## src/rtl/core_pkg.sv

```systemverilog
// Shared definitions for the core's pipeline control blocks.
package core_pkg;

    typedef enum logic {
        ST_IDLE    = 1'b0,
        ST_MD_BUSY = 1'b1
    } md_state_e;

    localparam logic [4:0] REG_ZERO       = 5'd0;
    localparam int         MD_LATENCY_DEF = 4;

endpackage

```

## src/rtl/hazard_ctrl_sat_counter.sv

```systemverilog
// Saturating up-counter: counts cycles with inc=1 and sticks at all-ones.
module sat_counter #(
    parameter int W = 32
) (
    input  logic         clk,
    input  logic         rst_n,
    input  logic         inc,
    output logic [W-1:0] count
);

    // NOTE: sequential state uses non-blocking assignments so every flop samples pre-edge values.
    always_ff @(posedge clk or negedge rst_n) begin
        if (!rst_n) begin
            count <= '0;
        end else if (inc && !(&count)) begin
            count <= count + 1'b1;
        end
    end

endmodule

```

## src/rtl/hazard_ctrl.sv

```systemverilog
// Pipeline hazard controller: load-use stalls, MUL/DIV EX occupancy and
// taken-branch flushes, plus a stall-cycle performance counter.
module hazard_ctrl
    import core_pkg::*;
#(
    parameter int MD_LATENCY = MD_LATENCY_DEF,
    parameter int CNT_W      = 32
) (
    input  logic             clk,
    input  logic             rst_n,
    input  logic [4:0]       id_rs1,
    input  logic [4:0]       id_rs2,
    input  logic             id_use_rs1,
    input  logic             id_use_rs2,
    input  logic [4:0]       id_ex_rd,
    input  logic             id_ex_memread,
    input  logic             ex_md_start,
    input  logic             ex_branch_taken,
    output logic             pc_write,
    output logic             if_id_write,
    output logic             id_ex_write,
    output logic             id_ex_bubble,
    output logic             ex_mem_bubble,
    output logic             if_id_flush,
    output logic             id_ex_flush,
    output logic             md_busy,
    output logic             md_done,
    output logic [CNT_W-1:0] stall_cnt
);

    localparam logic [3:0] MD_LOAD = 4'(MD_LATENCY - 1);

    md_state_e  state, state_next;
    logic [3:0] md_cnt, md_cnt_next;
    logic       load_use;

    // x0 is hardwired zero, so a load targeting it never creates a dependency.
    assign load_use = id_ex_memread && (id_ex_rd != REG_ZERO) &&
                      ((id_use_rs1 && (id_rs1 == id_ex_rd)) ||
                       (id_use_rs2 && (id_rs2 == id_ex_rd)));

    always_ff @(posedge clk or negedge rst_n) begin
        if (!rst_n) begin
            state  <= ST_IDLE;
            md_cnt <= 4'd0;
        end else begin
            state  <= state_next;
            md_cnt <= md_cnt_next;
        end
    end

    // NOTE: every always_comb output gets a default first, so no path can infer a latch.
    always_comb begin
        state_next    = state;
        md_cnt_next   = md_cnt;
        pc_write      = 1'b1;
        if_id_write   = 1'b1;
        id_ex_write   = 1'b1;
        id_ex_bubble  = 1'b0;
        ex_mem_bubble = 1'b0;
        if_id_flush   = 1'b0;
        id_ex_flush   = 1'b0;
        md_busy       = 1'b0;
        md_done       = 1'b0;

        case (state)
            ST_IDLE: begin
                if (ex_md_start) begin
                    pc_write      = 1'b0;
                    if_id_write   = 1'b0;
                    id_ex_write   = 1'b0;
                    ex_mem_bubble = 1'b1;
                    state_next    = ST_MD_BUSY;
                    md_cnt_next   = MD_LOAD;
                end else if (ex_branch_taken) begin
                    // The ID instruction is wrong-path: flush it rather than stall on it.
                    if_id_flush = 1'b1;
                    id_ex_flush = 1'b1;
                end else if (load_use) begin
                    pc_write     = 1'b0;
                    if_id_write  = 1'b0;
                    id_ex_bubble = 1'b1;
                end
            end
            ST_MD_BUSY: begin
                md_busy     = 1'b1;
                md_cnt_next = md_cnt - 4'd1;
                if (md_cnt == 4'd1) begin
                    md_done    = 1'b1;
                    state_next = ST_IDLE;
                end else begin
                    pc_write      = 1'b0;
                    if_id_write   = 1'b0;
                    id_ex_write   = 1'b0;
                    ex_mem_bubble = 1'b1;
                end
            end
            default: state_next = ST_IDLE;
        endcase

        // Hold the whole pipeline inert while reset is asserted.
        if (!rst_n) begin
            pc_write      = 1'b0;
            if_id_write   = 1'b0;
            id_ex_write   = 1'b0;
            id_ex_bubble  = 1'b0;
            ex_mem_bubble = 1'b0;
            if_id_flush   = 1'b0;
            id_ex_flush   = 1'b0;
            md_busy       = 1'b0;
            md_done       = 1'b0;
        end
    end

    sat_counter #(
        .W(CNT_W)
    ) u_stall_cnt (
        .clk  (clk),
        .rst_n(rst_n),
        .inc  (!pc_write),
        .count(stall_cnt)
    );

endmodule

```

## config.mk

```make
export PLATFORM = sky130hd
export DESIGN_NAME = hazard_ctrl
export DESIGN_NICKNAME = d
export VERILOG_FILES = /design/src/rtl/core_pkg.sv /design/src/rtl/hazard_ctrl_sat_counter.sv /design/src/rtl/hazard_ctrl.sv
export SDC_FILE = /design/constraint.sdc
export NUM_CORES = 1
export LEC_CHECK = 0
export CAP_MARGIN = 5
export CORE_ASPECT_RATIO = 1.1
export CORE_MARGIN = 10
export CORE_UTILIZATION = 47
export DETAILED_ROUTE_END_ITERATION = 8
export PLACE_DENSITY = 0.89
export SLEW_MARGIN = 10
export SYNTH_ARGS = -nofsm -noshare
export SYNTH_HDL_FRONTEND = slang
export SYNTH_HIERARCHICAL = 1
export SYNTH_SLANG_ARGS = --single-unit
```

## constraint.sdc

```tcl
create_clock -name clk -period 2.7 [get_ports clk]
set_clock_uncertainty 0.05 [all_clocks]
set_input_delay 0.54 -clock clk [delete_from_list [all_inputs] [get_ports clk]]
set_output_delay 0.54 -clock clk [all_outputs]
set_load 0.1 [all_outputs]
```

==> results of run 1 <==
## where the power goes
part	total [mW]	switching [mW]	internal, mW	leakage [nW]
Sequential	0.772	0.122	0.650	0.489
Clock	0.368	0.189	0.179	0.0450
Combinational	1.30	0.886	0.415	0.896
Total	2.44	1.20	1.24	1.43
## cell usage in the layout, fill, tap and decap left out, drive strengths merged, types with 2 or more instances in the layout
master,netlist,routed
buf,3,56
dfrtp,37,37
xnor2,31,31
nand2,17,17
nand3,15,15
nand4,15,15
nor2,15,15
dlymetal6s2s,0,10
a21oi,7,7
xor2,7,7
and3,7,7
inv,6,6
clkdlybuf4s50,0,6
clkbuf,0,6
and2,5,5
dlygate4sd2,0,4
nor2b,4,4
nor3,4,4
a211oi,4,4
ha,3,3
o21ai,3,3
a41oi,2,2
a41o,2,2
clkinv,0,2
nand2b,2,2
o22ai,2,2
nor4,2,2
and4,2,2
## metrics by stage
stage / TNS (ps) / power (mW) / hold WS (ps) / instance area [um2]
floorplan: -175 / 1.70 / 194 / 2080
global placement: -6430 / 2.04 / 298 / 2840
detailed placement: -7830 / 2.07 / 302 / 2840
CTS: 0 / 2.45 / 203 / 2970
global route: 0 / 2.56 / 220 / 3000
finish: 0 / 2.44 / 204 / 3000
## timing repair
item                                   in CTS  in global routing
endpoints found under the hold margin       1                  0
setup endpoints to repair                  21                 24
hold buffers                                1                  0
pin swaps                                   4                 13
gates resized for setup                    10                 12
setup buffers                               1                  0
## registers in the layout, summed over array words and instances, names as in the netlist
register and cells:
u_stall_cnt/count 32, md_cnt 4, state 1
## path summary, 6_finish.rpt
kind,startpoint,end,cells after the start
worst min register to register,u_stall_cnt/count[15]$_DFFE_PN0P_,u_stall_cnt/count[15]$_DFFE_PN0P_,1
worst min-delay path,rst_n,u_stall_cnt/count[2]$_DFFE_PN0P_,2
worst max-delay path,id_rs2[1],u_stall_cnt/count[16]$_DFFE_PN0P_,10
min in group clk,u_stall_cnt/count[15]$_DFFE_PN0P_,u_stall_cnt/count[15]$_DFFE_PN0P_,1
worst max register to register,md_cnt[0]$_DFFE_PN0P_,u_stall_cnt/count[16]$_DFFE_PN0P_,9
max in group asynchronous,rst_n,u_stall_cnt/count[4]$_DFFE_PN0P_,2
## worst max-delay path: stages
cell and delay, ps:
clkdlybuf4s50_1 470, xnor2_1 140, nand2_1 110, o22ai_2 120
a41o_1 240, and4_4 240, nand4_1 220, a211o_1 360
buf_4 160, xnor2_1 110
## final cells by class
class | count | area share
Multi-Input combinational cell | 157 | 0.381
Clock buffer | 6 | 0.0242
Timing Repair Buffer | 77 | 0.253
Clock inverter | 2 | 0.00333
Sequential cell | 37 | 0.308
Inverter | 6 | 0.00750
Tap cell | 54 | 0.0225
## cell families after synthesis
logic type                 count (synthesis)  synth area share
adders and majority gates                  3            0.0182
AOI/OAI and AO/OA                         22            0.0811
and+or+nand+nor                           93             0.263
xor gates and xnor gates                  38             0.161
DFF                                       37             0.448
muxes                                      1           0.00544
buffers and inverters                      9            0.0236
## metal layers
metal  share of wire  vias up  global-route usage
li1                -      880                   -
met1            0.41      873               0.169
met2            0.52       53               0.276
met3           0.053        8              0.0442
met4           0.015        0              0.0449
met5               0        -                   0
==> results_dict.tcl, run 1 <==
set metrics [dict create \
    ant_nets 0 \
    wl_um 5620 \
    hold_violations 0 \
    critPathCaptureType "flop" \
    synthCells 203 \
    final_util 0.700 \
    cap_violations 0 \
    yosysMostFrequentCell "dfrtp_1" \
    die_w_um 83.3 \
    syn_area_per_cell_um2 10.2 \
    max_freq_ghz 0.386 \
    synth-edff-count 0 \
    synthFlopType "dfrtp_1" \
    die-area_um2 7460 \
    routedWlPerCell_um 16.6 \
    htreeDepth 2 \
    num_rows 25 \
    fp.dieH_um 89.6 \
    p_leak_nw 1.43 \
    io_buffers 62 \
    power.density_nw_per_um2 813 \
    synth_area_leader_cell "dfrtp_1" \
    grt-ovfl-total 0 \
    dp_hpwl_um 4230 \
    fin_ws_ps 108 \
    drc 0 \
    setup_viol 0 \
    final-seq-area_um2 926 \
    grt_usage 0.151 \
    gp_congestion 0.858 \
    drt_pass1_iterations 4 \
    insertion_delay_ps 290 \
    clock_path_buffers 2 \
    viasPerCell 5.35 \
    arrival_ps 2710 \
    outcome "finished clean" \
    ys_ff_latch 37 \
    grt_pass1_wl_um 9360 \
    netlist_top_cells_count "dfrtp_1 (37), xnor2_1 (31), nand2_1 (17)" \
    r2r_slack_ps 270 \
    rsz0062_at_grt "no" \
    grt_pass1_vias 1904 \
    worst_slew_pin_slew_ps 499 \
    yosysUniqueCellTypes 41 \
    crit_type "input port to flop" \
    drv_slew 0 \
    via_count 1814 \
    antenna_found_initial 0 \
    min_period_ps 2590 \
    multiInputGateArea_um2 1140 \
    preCtsSetupSlack_ps -424 \
    finalNonFillerCells 339 \
    finalCritPeriodShare 0.960 \
    synth_warnings 6 \
    cts.sinks 37 \
    grt_max_degree 29 \
    nFillCells 331 \
    cp-start-kind "input port" \
    fin_nets 309 \
    clockRootBuffer "clkbuf_8" \
    cts_tree "yes" \
    dp_cells 329 \
    hold_path_class "input port to asynchronous set/reset pin" \
    diodes 0 \
    synthesis.nets 228 \
    yosys-top-cells-area "dfrtp_1 (45%), xnor2_1 (13%), nand4_1 (4.2%), nand3_1 (3.6%), nand2_1 (3.1%)" \
    async_reset_ff_frac 1.00 \
    numCtsBuffers 5 \
    synth_top_area_frac 0.448 \
    initial_utilization 0.483 \
    drtIter0Drc 77 \
    area_delta_synth_final_pct 45.1 \
    core_area_um2 4290 \
    ios 63 \
    drive_gt1_frac 0.309 \
    cp_data_required_time_ps 2820 \
    synth-seq-area-share 0.448 \
    crit_fanout 4 \
    peakVddDrop_v 0.000415 \
    clk_pin_slew_ps 70 \
    relSlewSlack 0.665 \
    syn-cell-area_um2 2070 \
]
Power figures use the tool's default switching activity.
==> run 2: changes to the inputs <==
--- a/config.mk
+++ b/config.mk
@@ -5,7 +5,6 @@
 export SDC_FILE = /design/constraint.sdc
 export NUM_CORES = 1
 export LEC_CHECK = 0
-export CAP_MARGIN = 5
 export CORE_ASPECT_RATIO = 1.1
 export CORE_MARGIN = 10
 export CORE_UTILIZATION = 47
==> results of run 2 <==
No change in the layout: final DEF, timing and power equal those of run 1.
==> run 3: changes to the inputs <==
--- a/config.mk
+++ b/config.mk
@@ -10,6 +10,7 @@
 export CORE_UTILIZATION = 47
 export DETAILED_ROUTE_END_ITERATION = 8
 export PLACE_DENSITY = 0.89
+export SKIP_LAST_GASP = 1
 export SLEW_MARGIN = 10
 export SYNTH_ARGS = -nofsm -noshare
 export SYNTH_HDL_FRONTEND = slang
==> results_dict.tcl, run 3 (synthesized netlist as in run 1, its figures left out) <==
set metrics [dict create \
    drive_gt1_frac 0.309 \
    setup_viol 0 \
    cts_tree "yes" \
    final_util 0.701 \
    clock_path_buffers 2 \
    drtIter0Drc 99 \
    core_area_um2 4290 \
    crit_fanout 4 \
    via_count 1818 \
    grt_max_degree 29 \
    cap_violations 0 \
    num_rows 25 \
    drv_slew 0 \
    drc 0 \
    outcome "finished clean" \
    power_frac_clock 0.151 \
    antenna_found_initial 0 \
    clk_pin_slew_ps 70 \
    final_cell_mix "buf_4 (46), dfrtp_1 (37), xnor2_1 (30), nand2_1 (17), nand3_1 (15)" \
    critPathCaptureType "flop" \
    grt-ovfl-total 0 \
    cts.sinks 37 \
    arrival_ps 2720 \
    nFillCells 329 \
    relSlewSlack 0.667 \
    power_frac_seq 0.316 \
    combPwrFrac 0.533 \
    diodes 0 \
    reg_top3 "u_stall_cnt/count (32), md_cnt (4), state (1)" \
    crit_type "input port to flop" \
    layout_commonest_cell "buf_4" \
    fin_nets 309 \
    rsz0062_at_grt "no" \
    io_buffers 62 \
    grt_usage 0.151 \
    die_w_um 83.3 \
    min_period_ps 2590 \
    ios 63 \
    grt_pass1_vias 1904 \
    routedWlPerCell_um 16.6 \
    power.density_nw_per_um2 813 \
    grt_pass1_wl_um 9360 \
    cp-start-kind "input port" \
    finalCritPeriodShare 0.960 \
    regMostFlops "u_stall_cnt/count" \
    clockRootBuffer "clkbuf_8" \
    ant_nets 0 \
    cell_internal_pwr_mw 1.24 \
    insertion_delay_ps 290 \
    dp_cells 329 \
    worst_slew_pin_slew_ps 495 \
    netSwitchingFraction 0.490 \
    fp.dieH_um 89.6 \
    largest_register_ffs 32 \
    worstReg2RegStart "md_cnt[0]$_DFFE_PN0P_" \
    finalNonFillerCells 339 \
    htreeDepth 2 \
    critPathLaunch "id_rs2[1]" \
    initial_utilization 0.483 \
    area_delta_synth_final_pct 45.3 \
    max_freq_ghz 0.386 \
    power_switching_mw 1.20 \
    hold_violations 0 \
    numCtsBuffers 5 \
    drt_pass1_iterations 4 \
    die-area_um2 7460 \
    gp_congestion 0.858 \
    cp_data_required_time_ps 2830 \
    dp_hpwl_um 4230 \
    wl_um 5640 \
    hold_path_class "input port to asynchronous set/reset pin" \
    p_leak_nw 1.44 \
    peakVddDrop_v 0.000415 \
    viasPerCell 5.36 \
]
[run 3: what timing repair did]
action / 4_1_cts / 5_1_grt
resized for setup: 9 / 13
pin swaps: 4 / 13
buffers inserted: 1 / 0
gates cloned: 0 / 0
setup endpoints to repair: 21 / 26
hold buffers: 1 / 0
hold endpoints to repair: 1 / 0
[run 3: power by group through the flow]
stage | clock network, mW | logic, mW | registers, mW
after global placement | 0 | 1.27 | 0.776
after CTS | 0.374 | 1.30 | 0.771
final | 0.368 | 1.30 | 0.772
after floorplan | 0 | 0.557 | 1.14
after global routing | 0.402 | 1.37 | 0.790
after detailed placement | 0 | 1.29 | 0.780
[run 3: critical path, cell delays in order]
cell and delay, ps:
clkdlybuf4s50_1 470, xnor2_1 140, nand2_1 110, o22ai_2 120
a41o_1 240, and4_4 240, nand4_1 220, a41oi_2 240
buf_4 150, nand4_1 100, xnor2_1 140
[run 3: worst paths after layout]
check / endpoint / depth (start not counted) / slack (ps)
min: u_stall_cnt/count[2]$_DFFE_PN0P_ / 2 / 200
max in group asynchronous: u_stall_cnt/count[4]$_DFFE_PN0P_ / 2 / 1890
min in group clk: u_stall_cnt/count[15]$_DFFE_PN0P_ / 1 / 470
min reg2reg: u_stall_cnt/count[15]$_DFFE_PN0P_ / 1 / 470
max: u_stall_cnt/count[12]$_DFFE_PN0P_ / 11 / 110
max reg2reg: u_stall_cnt/count[12]$_DFFE_PN0P_ / 10 / 270
[run 3: per-layer routing]
| metal | share of wire | global-route usage |
|---|---|---|
| met1 | 0.42 | 0.169 |
| met2 | 0.52 | 0.276 |
| met3 | 0.049 | 0.0442 |
| met4 | 0.015 | 0.0449 |
| met5 | 0 | 0 |
[run 3: metrics by stage]
step | setup TNS (ps) | setup WS, ps | hold WS (ps) | area [um2] | power, mW
3_5_place_dp | -7830 | -424 | 302 | 2840 | 2.07
6_report | 0 | 109 | 204 | 3010 | 2.44
5_1_grt | 0 | 0.860 | 220 | 3010 | 2.56
2_1_floorplan | -175 | -175 | 194 | 2080 | 1.70
3_3_place_gp | -6430 | -343 | 298 | 2840 | 2.04
4_1_cts | -3.91 | -3.17 | 203 | 2970 | 2.45
[run 3: cell type report]
type	instances	area, um2	share of cell area
Multi-Input combinational cell	157	1140	0.380
Sequential cell	37	926	0.308
Timing Repair Buffer	77	764	0.254
Clock buffer	6	72.6	0.0241
Tap cell	54	67.6	0.0225
Inverter	6	22.5	0.00749
Clock inverter	2	10.0	0.00333
